==> src/rtl/round_key_store_pkg.sv <==
// round_key_store_pkg
//   Shared constants and types for the round-key store: table geometry,
//   key_len encodings, the key_len -> last-round-index helpers and the
//   read FSM state enum.
package round_key_store_pkg;

  localparam int NUM_KEYS = 15;   // round keys 0..14 (AES-256 worst case)
  localparam int KEY_W    = 128;  // subkey width
  localparam int AW       = 4;    // address width for waddr/raddr

  // Highest legal address. Anything above it is out of range.
  localparam logic [AW-1:0] MAX_ADDR = AW'(NUM_KEYS - 1);

  typedef enum logic [1:0] {
    KL_NONE = 2'b00,
    KL_128  = 2'b01,
    KL_192  = 2'b10,
    KL_256  = 2'b11
  } key_len_e;

  typedef enum logic [1:0] {
    ST_IDLE,
    ST_WAIT,
    ST_ACK
  } rd_state_e;

  // Index of the final round key for a given key length.
  function automatic logic [AW-1:0] last_idx(key_len_e kl);
    case (kl)
      KL_128:  return AW'(10);
      KL_192:  return AW'(12);
      KL_256:  return AW'(14);
      default: return '0;
    endcase
  endfunction

  // One bit per entry that must be valid before the schedule is complete.
  // Empty for KL_NONE, so callers must gate readiness on kl separately.
  function automatic logic [NUM_KEYS-1:0] need_mask(key_len_e kl);
    logic [NUM_KEYS-1:0] m;
    m = '0;
    if (kl != KL_NONE) begin
      for (int i = 0; i < NUM_KEYS; i++) begin
        if (AW'(i) <= last_idx(kl)) m[i] = 1'b1;
      end
    end
    return m;
  endfunction

endpackage

==> src/rtl/round_key_store_if.sv <==
// round_key_store_if
//   Bundles the key-expander write port, the schedule clear, and the
//   round-datapath request/ack read port.
//   master: drives wr_valid/waddr/subkey, clr_valid/key_len, rd_req/raddr;
//           receives rd_ack/rd_key/rd_err/keys_ready.
//   slave : the store itself (directions reversed).
interface round_key_store_if;
  import round_key_store_pkg::*;

  logic             wr_valid;
  logic [AW-1:0]    waddr;
  logic [KEY_W-1:0] subkey;
  logic             clr_valid;
  logic [1:0]       key_len;
  logic             rd_req;
  logic [AW-1:0]    raddr;
  logic             rd_ack;
  logic [KEY_W-1:0] rd_key;
  logic             rd_err;
  logic             keys_ready;

  modport master (
    output wr_valid, waddr, subkey, clr_valid, key_len, rd_req, raddr,
    input  rd_ack, rd_key, rd_err, keys_ready
  );

  modport slave (
    input  wr_valid, waddr, subkey, clr_valid, key_len, rd_req, raddr,
    output rd_ack, rd_key, rd_err, keys_ready
  );

endinterface

==> src/rtl/round_key_store_rf.sv <==
// round_key_rf
//   NUM_KEYS x KEY_W round-key array with per-entry valid bits.
//   Ports:
//     clk, reset      clock, async active-low reset (valid/key_len/ready only)
//     clr, key_len    invalidate all entries and latch the schedule length
//     wr, waddr, wdata  subkey write; out-of-range addresses are dropped
//     raddr -> rdata, rvalid  combinational read of the current contents
//     ready           registered: every entry needed for key_len is valid
module round_key_rf
  import round_key_store_pkg::*;
(
  input  logic             clk,
  input  logic             reset,
  input  logic             clr,
  input  key_len_e         key_len,
  input  logic             wr,
  input  logic [AW-1:0]    waddr,
  input  logic [KEY_W-1:0] wdata,
  input  logic [AW-1:0]    raddr,
  output logic [KEY_W-1:0] rdata,
  output logic             rvalid,
  output logic             ready
);

  logic [KEY_W-1:0]    mem_q [NUM_KEYS];
  logic [NUM_KEYS-1:0] valid_q, valid_d;
  key_len_e            key_len_q, key_len_d;
  logic                ready_q, ready_d;
  logic                wr_ok;

  assign wr_ok = wr && (waddr <= MAX_ADDR);

  // Clear is applied before the write, so a same-cycle write survives.
  // Readiness is computed from the next-state bits so keys_ready moves the
  // cycle after the final write or the clear, not two cycles later.
  always_comb begin
    valid_d   = valid_q;
    key_len_d = key_len_q;
    if (clr) begin
      valid_d   = '0;
      key_len_d = key_len;
    end
    if (wr_ok) valid_d[waddr] = 1'b1;
    ready_d = (key_len_d != KL_NONE) &&
              ((valid_d & need_mask(key_len_d)) == need_mask(key_len_d));
  end

  always_ff @(posedge clk or negedge reset) begin
    if (!reset) begin
      valid_q   <= '0;
      key_len_q <= KL_NONE;
      ready_q   <= 1'b0;
    end else begin
      valid_q   <= valid_d;
      key_len_q <= key_len_d;
      ready_q   <= ready_d;
    end
  end

  // Key storage carries no reset; the valid bits say what is meaningful.
  always_ff @(posedge clk) begin
    if (wr_ok) mem_q[waddr] <= wdata;
  end

  assign rvalid = (raddr <= MAX_ADDR) && valid_q[raddr];
  assign rdata  = (raddr <= MAX_ADDR) ? mem_q[raddr] : '0;
  assign ready  = ready_q;

endmodule

==> src/rtl/round_key_store.sv <==
// round_key_store
//   Round-key register file between the key expander and the AES round
//   datapath. Subkeys are captured as they are produced; reads stall until
//   the requested key is valid, so encryption can start once key 0 exists.
//   Ports:
//     clk    rising-edge clock
//     reset  asynchronous active-low reset
//     bus    round_key_store_if.slave (write, clear and read ports)
//   Optional feature: ROUND_KEY_STORE_BYPASS_EN enables write-to-read
//   forwarding so a key written while it is being waited for acks one
//   cycle earlier.
module round_key_store
  import round_key_store_pkg::*;
(
  input  logic               clk,
  input  logic               reset,
  round_key_store_if.slave   bus
);

  logic [KEY_W-1:0] rf_rdata;
  logic             rf_rvalid;
  logic             rf_ready;

  round_key_rf u_rf (
    .clk     (clk),
    .reset   (reset),
    .clr     (bus.clr_valid),
    .key_len (key_len_e'(bus.key_len)),
    .wr      (bus.wr_valid),
    .waddr   (bus.waddr),
    .wdata   (bus.subkey),
    .raddr   (bus.raddr),
    .rdata   (rf_rdata),
    .rvalid  (rf_rvalid),
    .ready   (rf_ready)
  );

  rd_state_e        state_q, state_d;
  logic             rd_ack_q, rd_ack_d;
  logic             rd_err_q, rd_err_d;
  logic [KEY_W-1:0] rd_key_q, rd_key_d;

  logic             in_range;
  logic             hit;
  logic [KEY_W-1:0] hit_key;

  assign in_range = bus.raddr <= MAX_ADDR;

  // A stored key only counts when no clear lands in the same cycle; a key
  // that was valid under the old schedule must not satisfy the request.
`ifdef ROUND_KEY_STORE_BYPASS_EN
  logic fwd;
  assign fwd     = in_range && bus.wr_valid && (bus.waddr == bus.raddr);
  assign hit     = (in_range && rf_rvalid && !bus.clr_valid) || fwd;
  assign hit_key = fwd ? bus.subkey : rf_rdata;
`else
  assign hit     = in_range && rf_rvalid && !bus.clr_valid;
  assign hit_key = rf_rdata;
`endif

  always_comb begin
    state_d  = state_q;
    rd_ack_d = 1'b0;
    rd_err_d = 1'b0;
    rd_key_d = rd_key_q;
    case (state_q)
      ST_IDLE: begin
        if (bus.rd_req) begin
          if (!in_range) begin
            rd_err_d = 1'b1;
          end else if (hit) begin
            state_d  = ST_ACK;
            rd_ack_d = 1'b1;
            rd_key_d = hit_key;
          end else begin
            state_d = ST_WAIT;
          end
        end
      end
      ST_WAIT: begin
        // Dropping the request early abandons it without an ack.
        if (!bus.rd_req) begin
          state_d = ST_IDLE;
        end else if (hit) begin
          state_d  = ST_ACK;
          rd_ack_d = 1'b1;
          rd_key_d = hit_key;
        end
      end
      ST_ACK: begin
        // rd_req is ignored here so the requester can retarget raddr.
        state_d = ST_IDLE;
      end
      default: state_d = ST_IDLE;
    endcase
  end

  always_ff @(posedge clk or negedge reset) begin
    if (!reset) begin
      state_q  <= ST_IDLE;
      rd_ack_q <= 1'b0;
      rd_err_q <= 1'b0;
      rd_key_q <= '0;
    end else begin
      state_q  <= state_d;
      rd_ack_q <= rd_ack_d;
      rd_err_q <= rd_err_d;
      rd_key_q <= rd_key_d;
    end
  end

  assign bus.rd_ack     = rd_ack_q;
  assign bus.rd_err     = rd_err_q;
  assign bus.rd_key     = rd_key_q;
  assign bus.keys_ready = rf_ready;

endmodule
==> src/flat_wrapper.sv <==
// flat-port wrapper written by rule: the top's interface ports become plain ports
module round_key_store_flat import round_key_store_pkg::*;
  (clk, reset, bus_wr_valid, bus_waddr, bus_subkey, bus_clr_valid, bus_key_len, bus_rd_req, bus_raddr, bus_rd_ack, bus_rd_key, bus_rd_err, bus_keys_ready);
  round_key_store_if bus_i ();
  input  logic clk;
  input  logic reset;
  input wire logic [$bits(bus_i.wr_valid)-1:0] bus_wr_valid;
  input wire logic [$bits(bus_i.waddr)-1:0] bus_waddr;
  input wire logic [$bits(bus_i.subkey)-1:0] bus_subkey;
  input wire logic [$bits(bus_i.clr_valid)-1:0] bus_clr_valid;
  input wire logic [$bits(bus_i.key_len)-1:0] bus_key_len;
  input wire logic [$bits(bus_i.rd_req)-1:0] bus_rd_req;
  input wire logic [$bits(bus_i.raddr)-1:0] bus_raddr;
  output wire logic [$bits(bus_i.rd_ack)-1:0] bus_rd_ack;
  output wire logic [$bits(bus_i.rd_key)-1:0] bus_rd_key;
  output wire logic [$bits(bus_i.rd_err)-1:0] bus_rd_err;
  output wire logic [$bits(bus_i.keys_ready)-1:0] bus_keys_ready;
  assign bus_i.wr_valid = bus_wr_valid;
  assign bus_i.waddr = bus_waddr;
  assign bus_i.subkey = bus_subkey;
  assign bus_i.clr_valid = bus_clr_valid;
  assign bus_i.key_len = bus_key_len;
  assign bus_i.rd_req = bus_rd_req;
  assign bus_i.raddr = bus_raddr;
  assign bus_rd_ack = bus_i.rd_ack;
  assign bus_rd_key = bus_i.rd_key;
  assign bus_rd_err = bus_i.rd_err;
  assign bus_keys_ready = bus_i.keys_ready;
  round_key_store u_core (.clk(clk), .reset(reset), .bus(bus_i));
endmodule
==> config.mk <==
export PLATFORM = sky130hd
export DESIGN_NAME = round_key_store_flat
export DESIGN_NICKNAME = d
export VERILOG_FILES = /design/src/rtl/round_key_store_pkg.sv /design/src/rtl/round_key_store_if.sv /design/src/rtl/round_key_store_rf.sv /design/src/rtl/round_key_store.sv /design/src/flat_wrapper.sv
export SDC_FILE = /design/constraint.sdc
export NUM_CORES = 2
export LEC_CHECK = 0
export ABC_AREA = 1
export BUFFER_PORTS_ARGS = -buffer_cell sky130_fd_sc_hd__buf_2
export CORE_ASPECT_RATIO = 0.75
export CORE_UTILIZATION = 40
export DETAILED_ROUTE_END_ITERATION = 7
export GPL_TIMING_DRIVEN = 0
export PLACE_DENSITY = 0.52
export SETUP_SLACK_MARGIN = 0.2
export SLEW_MARGIN = 5
export SYNTH_ARGS = -nofsm -noshare
export SYNTH_HDL_FRONTEND = slang
export SYNTH_HIERARCHICAL = 1
export SYNTH_SLANG_ARGS = --single-unit
==> constraint.sdc <==
create_clock -name clk -period 4.1 [get_ports clk]
set_input_delay 0.82 -clock clk [delete_from_list [all_inputs] [get_ports clk]]
set_output_delay 0.82 -clock clk [all_outputs]
set_load 0.1 [all_outputs]
# Yosys cells after proc, flatten, opt, wreduce, memory -nomap -nowiden
# Memories as Yosys holds them, arrays and structs flattened.
# Index checks and enable logic that the tools add are counted.
# word_totals
regBits,150
ramBits,1920
inputBits,143
out_inout_bits,131
wordCells,98
mem_count,1
# classes
order_cmp,20
n_eq_ne,9
muxes,47
bitwise_logic,2
reduce_logical,12
# memory_table
name,depth,word_bits,rd,rd_clocked_by_memory_dff,wr,line,source
u_core.u_rf.mem_q,15,128,1,0,1,round_key_store_rf.sv:25,logic [KEY_W-1:0] mem_q [NUM_KEYS];
# op_table
operator,count
$mux 128,5
$pmux 128 s2,1
$mux 15,3
$le 4x4->1 const A,7
$mux 1,26
$le 3x4->1 const A,4
$and 15x15->15,1
$eq 15x15->1,1
$or 15x15->15,1
$mux 2,6
$pmux 4 s3,1
$lt 4x5->1 const B,2
$le 1x4->1 const A,2
$le 2x4->1 const A,2
$le 4x4->1 const B,2
$logic_and 1x1->1,6
$bmux 1 s4,1
$demux 1 s4,1
$eq 2x1->1 const B,2
$eq 2x2->1 const B,2
$ge 4x1->1 const B,1
$mux 4,1
$ne 2x2->1 const B,2
$pmux 2 s2,1
8 further kinds,9

# Logic depth before layout (Yosys ltp)
# logic_depth
word_depth,10
ltp_mapped,17
mapped_depth_nobuf,11

# Hierarchy
# Netlist, hierarchy kept.
# by_module_without_submodules
mod,n_inst,cells_per_inst,area_each_um2,seq_area_each_um2
round_key_rf,1,6011,76031.7,58105.7
round_key_store,1,591,5442.7,3303.2

# Worst setup path before layout
# No wires, ideal clock.
# synth_path
path_type,input to register
start,input port bus_waddr[2]
end,register u_core.u_rf.ready_q (netlist: u_core/u_rf/ready)
setup_time_ns,0.071
arrival_time_ns,6.979
t_required_ns,4.029
setup_slack_ns,-2.950
path_stages,7
path_buffers,0
path_cell_list,inv_1 > nand3_1 > nor2_1 > nor2_1 > nor2_1 > a21oi_1 > nor2_1
# synth_via
elab_chain_cells,9
word_cells_on_any_way,12
cone_classes,3 x order compare; 1 x eq/ne; 3 x mux; 2 x bitwise; 3 x reduce/logical
# synth_rtl
item,line,source
"start, declared",flat_wrapper.sv:8,input wire logic [$bits(bus_i.waddr)-1:0] bus_waddr;
$lt 4x5->1 (implied by the code) or $ge 4x1->1 (tied branches),round_key_store_rf.sv:43,if (wr_ok) valid_d[waddr] = 1'b1;
$logic_and 1x1->1 (implied by the code),round_key_store_rf.sv:43,
$mux 1 (implied by the code),round_key_store_rf.sv:43,
$demux 1 s4,round_key_store_rf.sv:43,
$or 15x15->15 (no source line),--,
$mux 15 (*),round_key_store_rf.sv:43,
$and 15x15->15 (*),round_key_store_rf.sv:45,((valid_d & need_mask(key_len_d)) == need_mask(key_len_d));
$eq 15x15->1 (*),round_key_store_rf.sv:45,
$logic_and 1x1->1 (*),round_key_store_rf.sv:44,ready_d = (key_len_d != KL_NONE) &&
named net u_core.u_rf.ready_d,round_key_store_rf.sv:28,"logic ready_q, ready_d;"
"end signal, assigned",round_key_store_rf.sv:56,ready_q <= ready_d;
"end, declared",round_key_store_rf.sv:28,
# Mark *: on every way through the listed nets, which the timed path passes. The rest lies on a longest branch.
# A chain may end at the register's enable or synchronous reset.

# Final worst setup path
# layout_path
start,input port bus_raddr[3]
end,register u_core.rd_key_q[117] (netlist: u_core/bus.rd_key[117])
# layout_via
elab_chain_cells,9
word_cells_on_any_way,15
cone_classes,1 x order compare; 1 x eq/ne; 8 x mux; 4 x reduce/logical; 1 x memory
# layout_rtl
item,line,source
"start, declared",flat_wrapper.sv:13,input wire logic [$bits(bus_i.raddr)-1:0] bus_raddr;
$bmux 1 s4,round_key_store_rf.sv:65,assign rvalid = (raddr <= MAX_ADDR) && valid_q[raddr];
$mux 1 (implied by the code),round_key_store_rf.sv:65,
$logic_and 1x1->1 (*),round_key_store_rf.sv:65,
named net u_core.rf_rvalid,round_key_store.sv:21,logic rf_rvalid;
$logic_and 1x1->1 (*) (2 in a row),round_key_store.sv:57,assign hit = in_range && rf_rvalid && !bus.clr_valid;
$mux 128 (*),"round_key_store.sv:71, round_key_store.sv:84",
$mux 128,round_key_store.sv:69,if (!in_range) begin
$mux 128,round_key_store.sv:68,if (bus.rd_req) begin
$pmux 128 s2 (*),round_key_store.sv:66,case (state_q)
"end signal, assigned",round_key_store.sv:108,rd_key_q <= rd_key_d;
"end, declared",round_key_store.sv:41,"logic [KEY_W-1:0] rd_key_q, rd_key_d;"
# Mark *: on every way through the listed nets, which the timed path passes. The rest lies on a longest branch. The select of a mux whose other input is x is not followed.

==> results_dict.tcl <==
set metrics [dict create \
    status "completed" \
    highest_layer "met5" \
    clock_skew_ns 0.0455 \
    dp.cells 9650 \
    gp_congestion 0.803 \
    whs_path_depth 4 \
    fin_setup_tns_ns 0 \
    required_ns 4.85 \
    setup_slack_ns 0.227 \
    syn_avg_cell_area_um2 12.3 \
    critPathKind "input pin to flip-flop" \
    netlist.area_leader.share_pct 70.8 \
    cp-end-kind "flip-flop" \
    syn_inst 6602 \
    seq_area_um2 61400 \
    hold_viol_final 0 \
    synthArstFlopShare_pct 7.25 \
    globalRouteTotalUtil_pct 26.3 \
    syn_area_um2 81500 \
    synth_edf_count 1920 \
    drv_slew 0 \
    wl_per_cell_um 27.0 \
    grt_max_degree 82 \
    max_freq_mhz 258 \
    crit_slowest_cell "clkbuf_1" \
    multi_input_area_um2 17900 \
    ios 274 \
    wirelength_um 271000 \
    p_total_uw 48700 \
    clk_pin_slew_ns 0.06 \
    synth_fp_nets 6745 \
    setup_viol 0 \
    drt_iter0_drc 6066 \
    min_path_type "input pin to flip-flop" \
    clock-sinks 2070 \
    overflow 0 \
    core_area_um2 203000 \
    place_ws_ns -2.12 \
    ys_seq_elements 2070 \
    synth_top_flop_cell "edfxtp_1" \
    die_height_um 393 \
    drive_above_1_share_pct 13.7 \
    grt_pass1_vias 50851 \
    max_stage_delay_ns 0.92 \
    rsz0062_at_grt "false" \
    pwr_density_cell_nw_per_um2 514 \
    stdcell_count 10034 \
    wirelength_met1_um 120000 \
    maxCapViolations 0 \
    nets 7315 \
    grt_first_pass_wirelength_um 381000 \
    synth_most_common_cell "edfxtp_1" \
    vias_per_cell 5.45 \
    cp-startpoint "bus_raddr[3]" \
    cts_buffers 203 \
    route.met2.wl_um 123000 \
    r2r_setup_slack_ns 1.38 \
    syn2layout_area_growth_pct 16.3 \
    r2r_start "u_core/u_rf/valid_q[12]$_DFF_PN0_" \
    crit_chain "buf_2 -> clkbuf_2 -> clkbuf_1 -> nand3_1 -> nand2_1 -> inv_1 -> nor2_4 -> buf_6 -> buf_2 -> nand4_1 -> nand2_1" \
    cts_buffer_depth 3 \
    fin_crit_sh_pct 94.5 \
    fin_crit_ns 3.87 \
    dieWidth_um 523 \
    fp-row-count 143 \
    drcViolationCount 0 \
    wl_met3_um 22100 \
    worst_slew_pin_slew_ns 1.48 \
    portBuffers 273 \
    cp-endpoint "u_core/bus.rd_key[117]$_DFFE_PN0P_" \
    yosysSeqAreaShare_pct 75.4 \
    synthTopCellsByCount "edfxtp_1, nand2_1, nor2_1" \
    cp-start-kind "input pin" \
    reg2reg_to "u_core/bus.rd_key[117]$_DFFE_PN0P_" \
    relSlewSlack_pct 1.37 \
    initial_core_util_pct 40.2 \
    root_buffer "clkbuf_16" \
    ys_warn_count 6 \
    hpwl_um 180000 \
    power.leakage_uw 0.0343 \
    fillers 18293 \
    tritoncts "done" \
    ys_top_cells_by_area "edfxtp_1, nand2_1, dfrtp_1" \
    ir_drop_mv 0.451 \
    ant_nets 0 \
    rr_worst_depth 12 \
    critical_path.max_fanout 11 \
    die-area_um2 206000 \
    antenna_found_initial 32 \
    yosys.cell_types.count 26 \
    critPathArrivalTime_ns 4.62 \
    dr.pass1.iters 6 \
    clk-insertion-delay-late_ns 0.85 \
    htree_levels 4 \
    yosysTopAreaCell "edfxtp_1" \
    vias 54711 \
]
[sequential cells by signal, summed over array words and instances (netlist names)]
| register | count |
|---|---|
| u_core/bus.rd_err | 1 |
| u_core/u_rf/mem_q | 1920 |
| u_core/bus.rd_ack | 1 |
| u_core/state_q | 2 |
| u_core/u_rf/key_len_q | 2 |
| u_core/u_rf/valid_q | 15 |
| u_core/bus.rd_key | 128 |
| u_core/u_rf/ready | 1 |
[cell usage in the layout, fill, tap and decap left out, types with 78 or more instances in the layout]
master	netlist	routed
buf_2	240	508
clkbuf_1	124	175
clkbuf_16	0	209
dfrtp_1	150	150
edfxtp_1	1920	1920
nand2_1	1841	1841
nand3_1	298	298
nand4_1	377	377
nor2_1	991	982
o211ai_1	78	78
o21ai_0	350	350
[layer usage]
metal / vias up / track usage [%]
met5: - / 0
met4: 8 / 6.87
met3: 343 / 4.37
met2: 2273 / 40.5
met1: 27615 / 38.5
li1: 24472 / -
[cell type report]
cell class,instances,area share [%]
flip-flops and latches,2070,64.8
multi-input cells,4059,18.9
well taps,2682,3.54
inverters,62,0.279
repair buffers,367,3.59
plain buffers,409,2.12
clock buffers,295,6.07
clock inverters,79,0.685
diodes,11,0.0290
[worst min path at each step]
stage,from,endpoint
floorplan,u_core/u_rf/valid_q[5]$_DFF_PN0_,u_core/u_rf/valid_q[5]$_DFF_PN0_
global placement,u_core/bus.rd_key[104]$_DFFE_PN0P_,u_core/bus.rd_key[104]$_DFFE_PN0P_
detailed placement,u_core/bus.rd_key[36]$_DFFE_PN0P_,u_core/bus.rd_key[36]$_DFFE_PN0P_
CTS,bus_key_len[1],u_core/u_rf/key_len_q[1]$_DFF_PN0_
global route,bus_key_len[1],u_core/u_rf/key_len_q[1]$_DFF_PN0_
finish,bus_key_len[1],u_core/u_rf/key_len_q[1]$_DFF_PN0_
[cells by family after synthesis]
kind of cell	after synthesis	share of synthesized area (%)
compound gates	543	4.04
buf+inv	473	2.72
flops	2070	75.4
simple gates	3516	17.9
[what timing repair did]
action                     CTS  global route
setup buffers                0             0
hold buffers                 1             0
resized for setup            7             2
hold endpoints to repair    39             0
gates cloned                 0             0
setup endpoints to repair  131             3
[report_power, final]
part	leakage [uW]	switching (uW)	internal, uW
combinational	0.0119	5270	1080
sequential	0.0193	279	23800
clock	0.00312	8110	10100
total	0.0343	13700	35000
[per-stage QoR]
stage | hold slack, ns | util, % | instance area [um2]
after floorplan | 0.464 | - | 81500
after global placement | 0.448 | 42.6 | 86300
after detailed placement | 0.454 | 43.6 | 88300
after CTS | 0.258 | 46.8 | 94800
after global routing | 0.295 | 46.8 | 94800
final | 0.320 | 46.8 | 94800
[worst max-delay path: cells and delay by family]
kind	cells	cell delay (ns)
and+or+nand+nor	5	1.21
buffers and inverters	6	2.56
Power figures use the tool's default switching activity.
